`src/rtl/latch_mapper_gen.sv`:
```
// Generic single-latch NES mapper (UxROM/GxROM/203 class): one CPU-written
// register drives PRG/CHR banking, optional mirroring and a write-once lock.
module latch_mapper_gen #(
  parameter int PRG_BITS     = 4,
  parameter int PRG_LSB      = 2,
  parameter int CHR_BITS     = 2,
  parameter int CHR_LSB      = 0,
  parameter int PRG_MODE     = 0,
  parameter int MIR_EN       = 0,
  parameter int MIR_POS      = 7,
  parameter int BUS_CONFLICT = 0,
  parameter int LOCK_EN      = 0
) (
  input  logic        i_m2,
  input  logic        i_map_rst_n,
  input  logic [14:0] i_cpu_addr,
  input  logic [7:0]  i_cpu_dat,
  input  logic [7:0]  i_rom_dat,
  input  logic        i_cpu_rw,
  input  logic        i_cpu_ce,
  input  logic [13:0] i_ppu_addr,
  input  logic        i_cfg_mir_v,
  input  logic        i_ss_act,
  input  logic        i_ss_we,
  input  logic [7:0]  i_ss_addr,
  input  logic [7:0]  i_map_idx,
  output logic [21:0] o_prg_addr,
  output logic [19:0] o_chr_addr,
  output logic        o_ciram_a10,
  output logic [7:0]  o_ss_rdat,
  output logic        o_bank_locked
);

  localparam int CW      = (CHR_BITS > 0) ? CHR_BITS : 1;
  localparam int PRG_MSK = ((1 << PRG_BITS) - 1) << PRG_LSB;
  localparam int CHR_MSK = ((1 << CHR_BITS) - 1) << CHR_LSB;
  localparam int MIR_MSK = (MIR_EN != 0) ? (1 << MIR_POS) : 0;

  // Field layout must fit the written byte without overlap.
  if (PRG_BITS < 1 || PRG_BITS > 6 || PRG_LSB < 0 || PRG_LSB + PRG_BITS > 8) begin : g_bad_prg
    $error("latch_mapper_gen: PRG field outside bits 7..0 or PRG_BITS not in 1..6");
  end
  if (CHR_BITS < 0 || CHR_BITS > 4 || CHR_LSB < 0 || CHR_LSB + CHR_BITS > 8) begin : g_bad_chr
    $error("latch_mapper_gen: CHR field outside bits 7..0 or CHR_BITS not in 0..4");
  end
  if (MIR_EN != 0 && (MIR_POS < 0 || MIR_POS > 7)) begin : g_bad_mir
    $error("latch_mapper_gen: MIR_POS outside bits 7..0");
  end
  if (((PRG_MSK & CHR_MSK) | (PRG_MSK & MIR_MSK) | (CHR_MSK & MIR_MSK)) != 0) begin : g_bad_ovl
    $error("latch_mapper_gen: PRG, CHR and MIR fields overlap");
  end
  if (PRG_MODE < 0 || PRG_MODE > 2) begin : g_bad_mode
    $error("latch_mapper_gen: PRG_MODE must be 0, 1 or 2");
  end

  logic [PRG_BITS-1:0] r_prg;
  logic [CW-1:0]       r_chr;
  logic                r_mir;
  logic                r_lock;

  logic [7:0]          w_v;
  logic                w_wr;
  logic [CW-1:0]       w_wr_chr;
  logic [CW-1:0]       w_ss_chr;
  logic [PRG_BITS-1:0] w_bank;
  logic                w_unused;

  assign w_v  = (BUS_CONFLICT != 0) ? (i_cpu_dat & i_rom_dat) : i_cpu_dat;
  assign w_wr = !i_cpu_ce && !i_cpu_rw && ((LOCK_EN == 0) || !r_lock);
  assign w_unused = &{1'b0, i_ppu_addr[13], w_v};

  // A zero-width CHR field keeps a single register bit tied low.
  if (CHR_BITS > 0) begin : g_chr
    assign w_wr_chr = w_v[CHR_LSB +: CW];
    assign w_ss_chr = i_cpu_dat[CW-1:0];
  end else begin : g_no_chr
    assign w_wr_chr = 1'b0;
    assign w_ss_chr = 1'b0;
  end

  // Latch update on M2 fall: save-state load, then reset, then CPU write.
  always_ff @(negedge i_m2) begin
    if (i_ss_act) begin
      if (i_ss_we) begin
        case (i_ss_addr)
          8'd0: r_prg <= i_cpu_dat[PRG_BITS-1:0];
          8'd1: begin
            r_chr  <= w_ss_chr;
            r_mir  <= i_cpu_dat[6];
            r_lock <= (LOCK_EN != 0) ? i_cpu_dat[7] : 1'b0;
          end
          default: ;
        endcase
      end
    end else if (!i_map_rst_n) begin
      r_prg  <= '0;
      r_chr  <= '0;
      r_mir  <= 1'b0;
      r_lock <= 1'b0;
    end else if (w_wr) begin
      r_prg <= w_v[PRG_LSB +: PRG_BITS];
      r_chr <= w_wr_chr;
      if (MIR_EN != 0) begin
        r_mir <= w_v[MIR_POS];
      end
      if (LOCK_EN != 0) begin
        r_lock <= 1'b1;
      end
    end
  end

  // PRG/CHR address translation and nametable select.
  always_comb begin
    w_bank = r_prg;
    if (PRG_MODE == 1 && i_cpu_addr[14]) begin
      w_bank = '1;
    end else begin
      w_bank = r_prg;
    end
    if (PRG_MODE == 2) begin
      o_prg_addr = (22'(r_prg) << 5'd15) | 22'(i_cpu_addr);
    end else begin
      o_prg_addr = (22'(w_bank) << 5'd14) | 22'(i_cpu_addr[13:0]);
    end
    o_chr_addr = (20'(r_chr) << 5'd13) | 20'(i_ppu_addr[12:0]);
    if (MIR_EN != 0) begin
      o_ciram_a10 = r_mir ? i_ppu_addr[11] : i_ppu_addr[10];
    end else begin
      o_ciram_a10 = i_cfg_mir_v ? i_ppu_addr[10] : i_ppu_addr[11];
    end
  end

  // Save-state readback.
  always_comb begin
    o_ss_rdat = 8'hFF;
    case (i_ss_addr)
      8'd0:    o_ss_rdat = 8'(r_prg);
      8'd1:    o_ss_rdat = {r_lock, r_mir, 6'(r_chr)};
      8'd127:  o_ss_rdat = i_map_idx;
      default: o_ss_rdat = 8'hFF;
    endcase
  end

  assign o_bank_locked = r_lock;

endmodule
```
`config.mk`:
```
export PLATFORM = sky130hd
export DESIGN_NAME = latch_mapper_gen
export DESIGN_NICKNAME = d
export VERILOG_FILES = /design/src/rtl/latch_mapper_gen.sv
export SDC_FILE = /design/constraint.sdc
export NUM_CORES = 1
export LEC_CHECK = 0
export ABC_AREA = 1
export ABC_CLOCK_PERIOD_IN_PS = 2520
export BUFFER_PORTS_ARGS = -buffer_cell sky130_fd_sc_hd__buf_2
export CAP_MARGIN = 20
export CORE_ASPECT_RATIO = 0.8
export CORE_MARGIN = 2
export CORE_UTILIZATION = 34
export DETAILED_ROUTE_END_ITERATION = 8
export GPL_TIMING_DRIVEN = 1
export PLACE_DENSITY_LB_ADDON = 0.2
export RECOVER_POWER = 50
export SLEW_MARGIN = 20
export SYNTH_ARGS = -nofsm -noshare
export SYNTH_HDL_FRONTEND = slang
export SYNTH_SLANG_ARGS = --single-unit
export TNS_END_PERCENT = 1
```
`constraint.sdc`:
```
create_clock -name i_m2 -period 2.52 [get_ports i_m2]
set_input_delay 0.504 -clock i_m2 [delete_from_list [all_inputs] [get_ports i_m2]]
set_output_delay 0.504 -clock i_m2 [all_outputs]
set_load 0.02 [all_outputs]
```
Word level (Yosys, flattened, before mapping)
Cells that the tools add are included.
{"block": "word_totals", "ff_bits": 8, "latchBits": 0, "mem_bits_rw": 0, "romBits": 0, "inputBits": 68, "out_inout_bits": 52, "n_memories": 0}
{"block": "op_classes", "add_sub_neg": 0, "n_mul": 0, "div": 0, "n_lt_le_gt_ge": 0, "n_eq_ne": 7, "shift": 0, "n_mux": 19, "n_bitwise": 2, "reduce_logical": 7}
{"op": "$pmux 8 s3", "count": 1}
{"op": "$mux 4", "count": 5}
{"op": "$or 18x14->18", "count": 1}
{"op": "$or 15x13->15", "count": 1}
{"op": "$mux 2", "count": 5}
{"op": "$reduce_and 3->1", "count": 3}
{"op": "$eq 8x1->1 const B", "count": 1}
{"op": "$eq 8x7->1 const B", "count": 1}
{"op": "$logic_not 8->1", "count": 1}
{"op": "$mux 1", "count": 8}
{"op": "$ne 2x1->1 const B", "count": 4}
{"op": "$ne 3x1->1 const B", "count": 1}
{"op": "$logic_not 1->1", "count": 2}
{"op": "$logic_and 1x1->1", "count": 1}

Logic depth before layout (Yosys ltp)
Gate-level depths: netlist of the first run.
{"block": "depth", "word_depth": 5, "depth_mapped": 7, "ltp_nobuf": 7}

==> impl_metrics.toml, run 1 <==
[global_route]
met1_usage = 0.128
grt_max_degree = 9
grt_pass1_vias = 829
grt.met3_usage = 0.0412
busiest_layer = "met2"
use_met2 = 0.234
antenna_found_initial = 0
grt_pass1_wl_um = 3000
track_usage = 0.133
grt_overflow = 0

[logic_synthesis]
ys_top_cells_by_area = "buf_4 (30%), edfxtp_1 (23%), nand2_1 (12%), inv_1 (7.8%), nor2_4 (6.2%)"
ys_seq_area_frac = 0.230
synth_cell_types = 18
synth_seq_cells = 7
ys_warn_count = 0
yosysMostFrequentCell = "buf_4"
synth_area_per_cell_um2 = 6.87
synth_area_leader_cell = "buf_4"
synthCells = 133
synth_edf_count = 7
async_flop_share = 0
synth_commonest_cells = "buf_4 (37), nand2_1 (29), inv_1 (19)"
syn_area_um2 = 913
synthFlopType = "edfxtp_1"
synth_top_area_share = 0.304

[run_status]
status = "complete, but fails checks"
failed_checks = "negative setup slack"

[detailed_routing]
drt-initial-drc-count = 8
wire_per_inst_um = 9.33
vias = 888
first_pass_iters = 3
wirelength_um = 2010
drc_errors = 0
viasPerCell = 4.13
ant_nets = 0

[finish]
layout-drive-gt1-share = 0.497
fillers = 274
syn2layout_area_growth_pct = 31.5
fin_nets = 248
n_antenna_cell = 0

[setup_path]
critPathKind = "register to output port"
required_ns = 2.02
crit_arrival_ns = 2.43
crit_end = "o_ss_rdat[0]"
crit_fanout = 2
worstSetupStartpointType = "register"
cp-end-kind = "output port"
setup.worst_path.start = "r_chr[0]"

[clock_network]
cts_hold_buf = 0
cts_tree = "yes"
clockBufferDepth = 2
path_clk_slew_ns = 0.03
cts_buffers = 3
cts_root_buf = "clkbuf_4"
htreeDepth = 1
numClockSinks = 7

[power_and_ir_drop]
power_leakage_uw = 0.000636
power_uw = 431
p_per_area_nw_per_um2 = 358
ir_drop_mv = 0.133

[floorplan]
num_rows = 16
fp.dieW_um = 62.0
core_um2 = 2500
io-pin-count = 120
fp.dieArea_um2 = 3120
start_util = 0.365
fp.dieH_um = 50.4

[hold_path]
min_from = "i_cpu_addr[12]"
hold_class = "input port to output port"

[timing]
hold_viol_final = 0
timing.hold.ws_ns = 1.01
setup_tns_ns = -2.73
finalSetupViolations = 11
final_max_slew_viol_count = 0
fin_ws_ns = -0.416
rsz0062_at_grt = "true"

[placement]
hpwl_um = 1700
place_congestion = 0.814
numPortBuffers = 48

[job]
maxCapViolations = 0
## state kept, by name (all words and copies together), names as in the netlist
register,flops
r_prg,4
r_chr,2
r_mir,1
## metrics by stage
step / std cells / area [um^2] / utilization / worst slack (ns)
after floorplan: 142 / 966 / - / -0.176
after global placement: 204 / 1090 / 0.434 / -0.322
after detailed placement: 204 / 1090 / 0.434 / -0.351
after CTS: 214 / 1170 / 0.469 / -0.417
after global routing: 215 / 1200 / 0.480 / -0.497
final: 215 / 1200 / 0.480 / -0.416
## worst min-delay path by stage
stage | end | cells past startpoint
finish | o_prg_addr[12] | 0
detailed placement | o_chr_addr[0] | 0
floorplan | o_chr_addr[0] | 1
CTS | o_chr_addr[0] | 0
global placement | o_chr_addr[0] | 0
global route | o_prg_addr[4] | 0
## kinds of logic after synthesis
kind of cell	Yosys count	synth area share
simple gates	59	0.321
buf+inv	57	0.386
compound gates	8	0.0466
flops	7	0.230
mux	1	0.0123
other cells	1	0.00411
## area by class of cell
cell class	instances	area, um^2	area share
Multi-Input combinational cell	78	430	0.358
Timing Repair Buffer	64	392	0.326
Sequential cell	7	210	0.175
Inverter	19	71.3	0.0594
Tap cell	36	45.0	0.0375
Clock inverter	8	30.0	0.0250
Clock buffer	3	22.5	0.0188
## worst max-delay path, stage by stage (launching register included)
cell and delay [ns]:
edfxtp_1 0.38, nand3_1 0.10, nand2_1 0.06, nor2_1 0.11
nand2_1 0.05, buf_2 0.15
## power by group
group          internal (uW)  switching, uW
Sequential               143           4.74
Clock                   71.4           68.7
Combinational           64.9           78.1
## layout by cell type (no fill, tap or decap)
cell | netlist | routed
conb_1 | 1 | 10
nand3_1 | 9 | 8
o22ai_1 | 2 | 2
nor3_2 | 0 | 1
nand2_1 | 29 | 27
and2_4 | 1 | 1
nor2_2 | 0 | 3
buf_2 | 0 | 43
nor2_1 | 9 | 4
nand3_2 | 0 | 1
nor3_1 | 2 | 1
and3_4 | 0 | 1
mux2_2 | 1 | 1
clkbuf_4 | 0 | 3
buf_6 | 0 | 5
nor2_4 | 5 | 7
o21ai_0 | 4 | 3
nand2_2 | 2 | 4
a21oi_1 | 2 | 2
o21ai_2 | 0 | 1
inv_1 | 19 | 26
buf_4 | 37 | 16
nand2_4 | 1 | 1
edfxtp_1 | 7 | 7
inv_2 | 1 | 1
## metal layers
metal  wire [um]  up-vias
met4          53        0
li1            -      453
met2        1020       43
met1         751      385
met5           0        -
met3         184        7
## timing repair
item | CTS | global route
gates cloned | 0 | 0
setup endpoints to repair | 15 | 18
pin swaps | 0 | 2
buffers inserted | 0 | 1
resized for setup | 11 | 7
Power figures use the tool's default switching activity.
==> inputs of run 2 (changes only) <==
ABC_AREA = default   (was 1)
CORE_UTILIZATION = 33   (was 34)
GPL_TIMING_DRIVEN = default   (was 1)
==> run 2 against run 1 <==
Net effect:
- the run still ends with negative setup slack left
- die area down 4.0%
- critical path depth down 1
- via count down 12%
- highest routed layer unchanged
- clock power about the same
- worst setup slack worse by 0.10 ns
==> impl_metrics.toml, run 2 <==
[hold_path]
hold_class = "input port to output port"
min_from = "i_ppu_addr[3]"

[detailed_routing]
wire_per_inst_um = 11.6
wirelength_um = 2040
vias = 782
ant_nets = 0
drt-initial-drc-count = 14
first_pass_iters = 5
drc_errors = 0
viasPerCell = 4.44

[setup_path]
cp-end-kind = "output port"
cp_slowest_stage_delay_ns = 0.38
crit_fanout = 2
critPathKind = "register to output port"
cp_cell_sequence = "mux2_4 -> nand3_2 -> o211ai_1 -> buf_4"
required_ns = 2.02
crit_buf_inv = 1
critPathTopFamily = "flip-flops"
crit_arrival_ns = 2.54
critPathSlowestCell = "edfxtp_1"
worstSetupStartpointType = "register"
setup.worst_path.start = "r_prg[0]"

[job]
maxCapViolations = 0

[logic_synthesis]
synth_edf_count = 7
synth_top_area_share = 0.327
synth_commonest_cells = "buf_4 (37), edfxtp_1 (7), nand3_1 (7)"
synthFlopType = "edfxtp_1"
synth_seq_cells = 7
synthCells = 97
ys_top_cells_by_area = "buf_4 (33%), edfxtp_1 (25%), o211ai_1 (4.4%), nand3_1 (4.1%), mux2_2 (4.0%)"
async_flop_share = 0
yosysMostFrequentCell = "buf_4"
ys_seq_area_frac = 0.248
synth_cell_types = 23
synth_area_per_cell_um2 = 8.75
ys_warn_count = 0
synth_area_leader_cell = "buf_4"
syn_area_um2 = 848

[clock_network]
cts_root_buf = "clkbuf_4"
cts_buffers = 3
path_clk_slew_ns = 0.03
htreeDepth = 1
cts_tree = "yes"
clockBufferDepth = 2
numClockSinks = 7

[floorplan]
fp.dieH_um = 49.4
core_um2 = 2440
fp.dieArea_um2 = 2990
fp.dieW_um = 60.7
io-pin-count = 120
start_util = 0.347
num_rows = 16

[global_route]
use_met2 = 0.238
grt_max_degree = 13
track_usage = 0.135
met1_usage = 0.139
grt_overflow = 0
busiest_layer = "met2"
antenna_found_initial = 0
grt.met3_usage = 0.0318
grt_pass1_wl_um = 3080
grt_pass1_vias = 760

[timing]
final_max_slew_viol_count = 0
rsz0062_at_grt = "true"
hold_viol_final = 0
timing.hold.ws_ns = 1.01
fin_ws_ns = -0.520
finalSetupViolations = 18

[power_and_ir_drop]
power_uw = 435
ir_drop_mv = 0.178
p_per_area_nw_per_um2 = 372
power_leakage_uw = 0.000542

[finish]
n_antenna_cell = 0
fin_nets = 209
top_regs = "r_prg: 4 flops, r_chr: 2 flops, r_mir: 1 flops"
layout-drive-gt1-share = 0.579
final_common_cell = "buf_2"
largest_reg_flops = 4
final_cells = 176
design_area_um2 = 1170
syn2layout_area_growth_pct = 37.9
most-common-layout-cells = "buf_2 (39), buf_4 (15), conb_1 (10), buf_6 (10), inv_1 (9)"
largest_register = "r_prg"

[run_status]
status = "complete, but fails checks"
failed_checks = "negative setup slack"

[placement]
place_ws_ns = -0.530
hpwl_um = 1720
place_congestion = 0.755
placed_cells = 163
numPortBuffers = 48
placed_area_um2 = 1000
[run 2: final timing paths]
check                       end  slack, ns  depth (start not counted)
hold / removal    o_chr_addr[3]       1.01                          0
setup / recovery   o_ss_rdat[0]      -0.52                          4
[run 2: per-layer routing]
metal,share of wire,vias up,wire (um)
met5,0,-,0
met4,0.0069,0,14
met3,0.11,6,230
met2,0.56,42,1130
met1,0.32,349,661
li1,-,385,-
[run 2: cells by family (layout without fill, tap and decap cells)]
kind of cell | after synthesis | in the layout | share of synthesized area
AOI/OAI and AO/OA | 16 | 16 | 0.143
other | 1 | 10 | 0.00442
muxes | 3 | 3 | 0.0398
DFF | 7 | 7 | 0.248
buffers and inverters | 42 | 76 | 0.350
and+or+nand+nor | 28 | 28 | 0.215
[run 2: repair_timing]
action,in CTS,in global routing
pin swaps,3,0
setup buffers,3,0
hold buffers,0,0
resized for setup,20,3
cloned,0,0
setup endpoints to repair,18,18
[run 2: area by class of cell]
cell class                 instances  area (um^2)
timing repair buffer              64          420
multi-input combinational         57          438
clock inverter                     8         30.0
clock buffer                       3         22.5
sequential                         7          210
tap                               36         45.0
inverter                           1         3.75
fill                             259         1270
[run 2: through the flow]
step	util	TNS [ns]
2_1_floorplan	-	-3.55
4_1_cts	0.475	-4.60
3_3_place_gp	0.410	-3.84
6_report	0.479	-4.42
5_1_grt	0.479	-5.29
3_5_place_dp	0.410	-4.12
[run 2: power breakdown]
part / internal (uW) / leakage, uW / switching [uW]
clock network: 71.2 / 0.0000564 / 65.4
registers: 142 / 0.0000637 / 5.05
logic: 77.5 / 0.000421 / 74.6
total: 290 / 0.000542 / 145
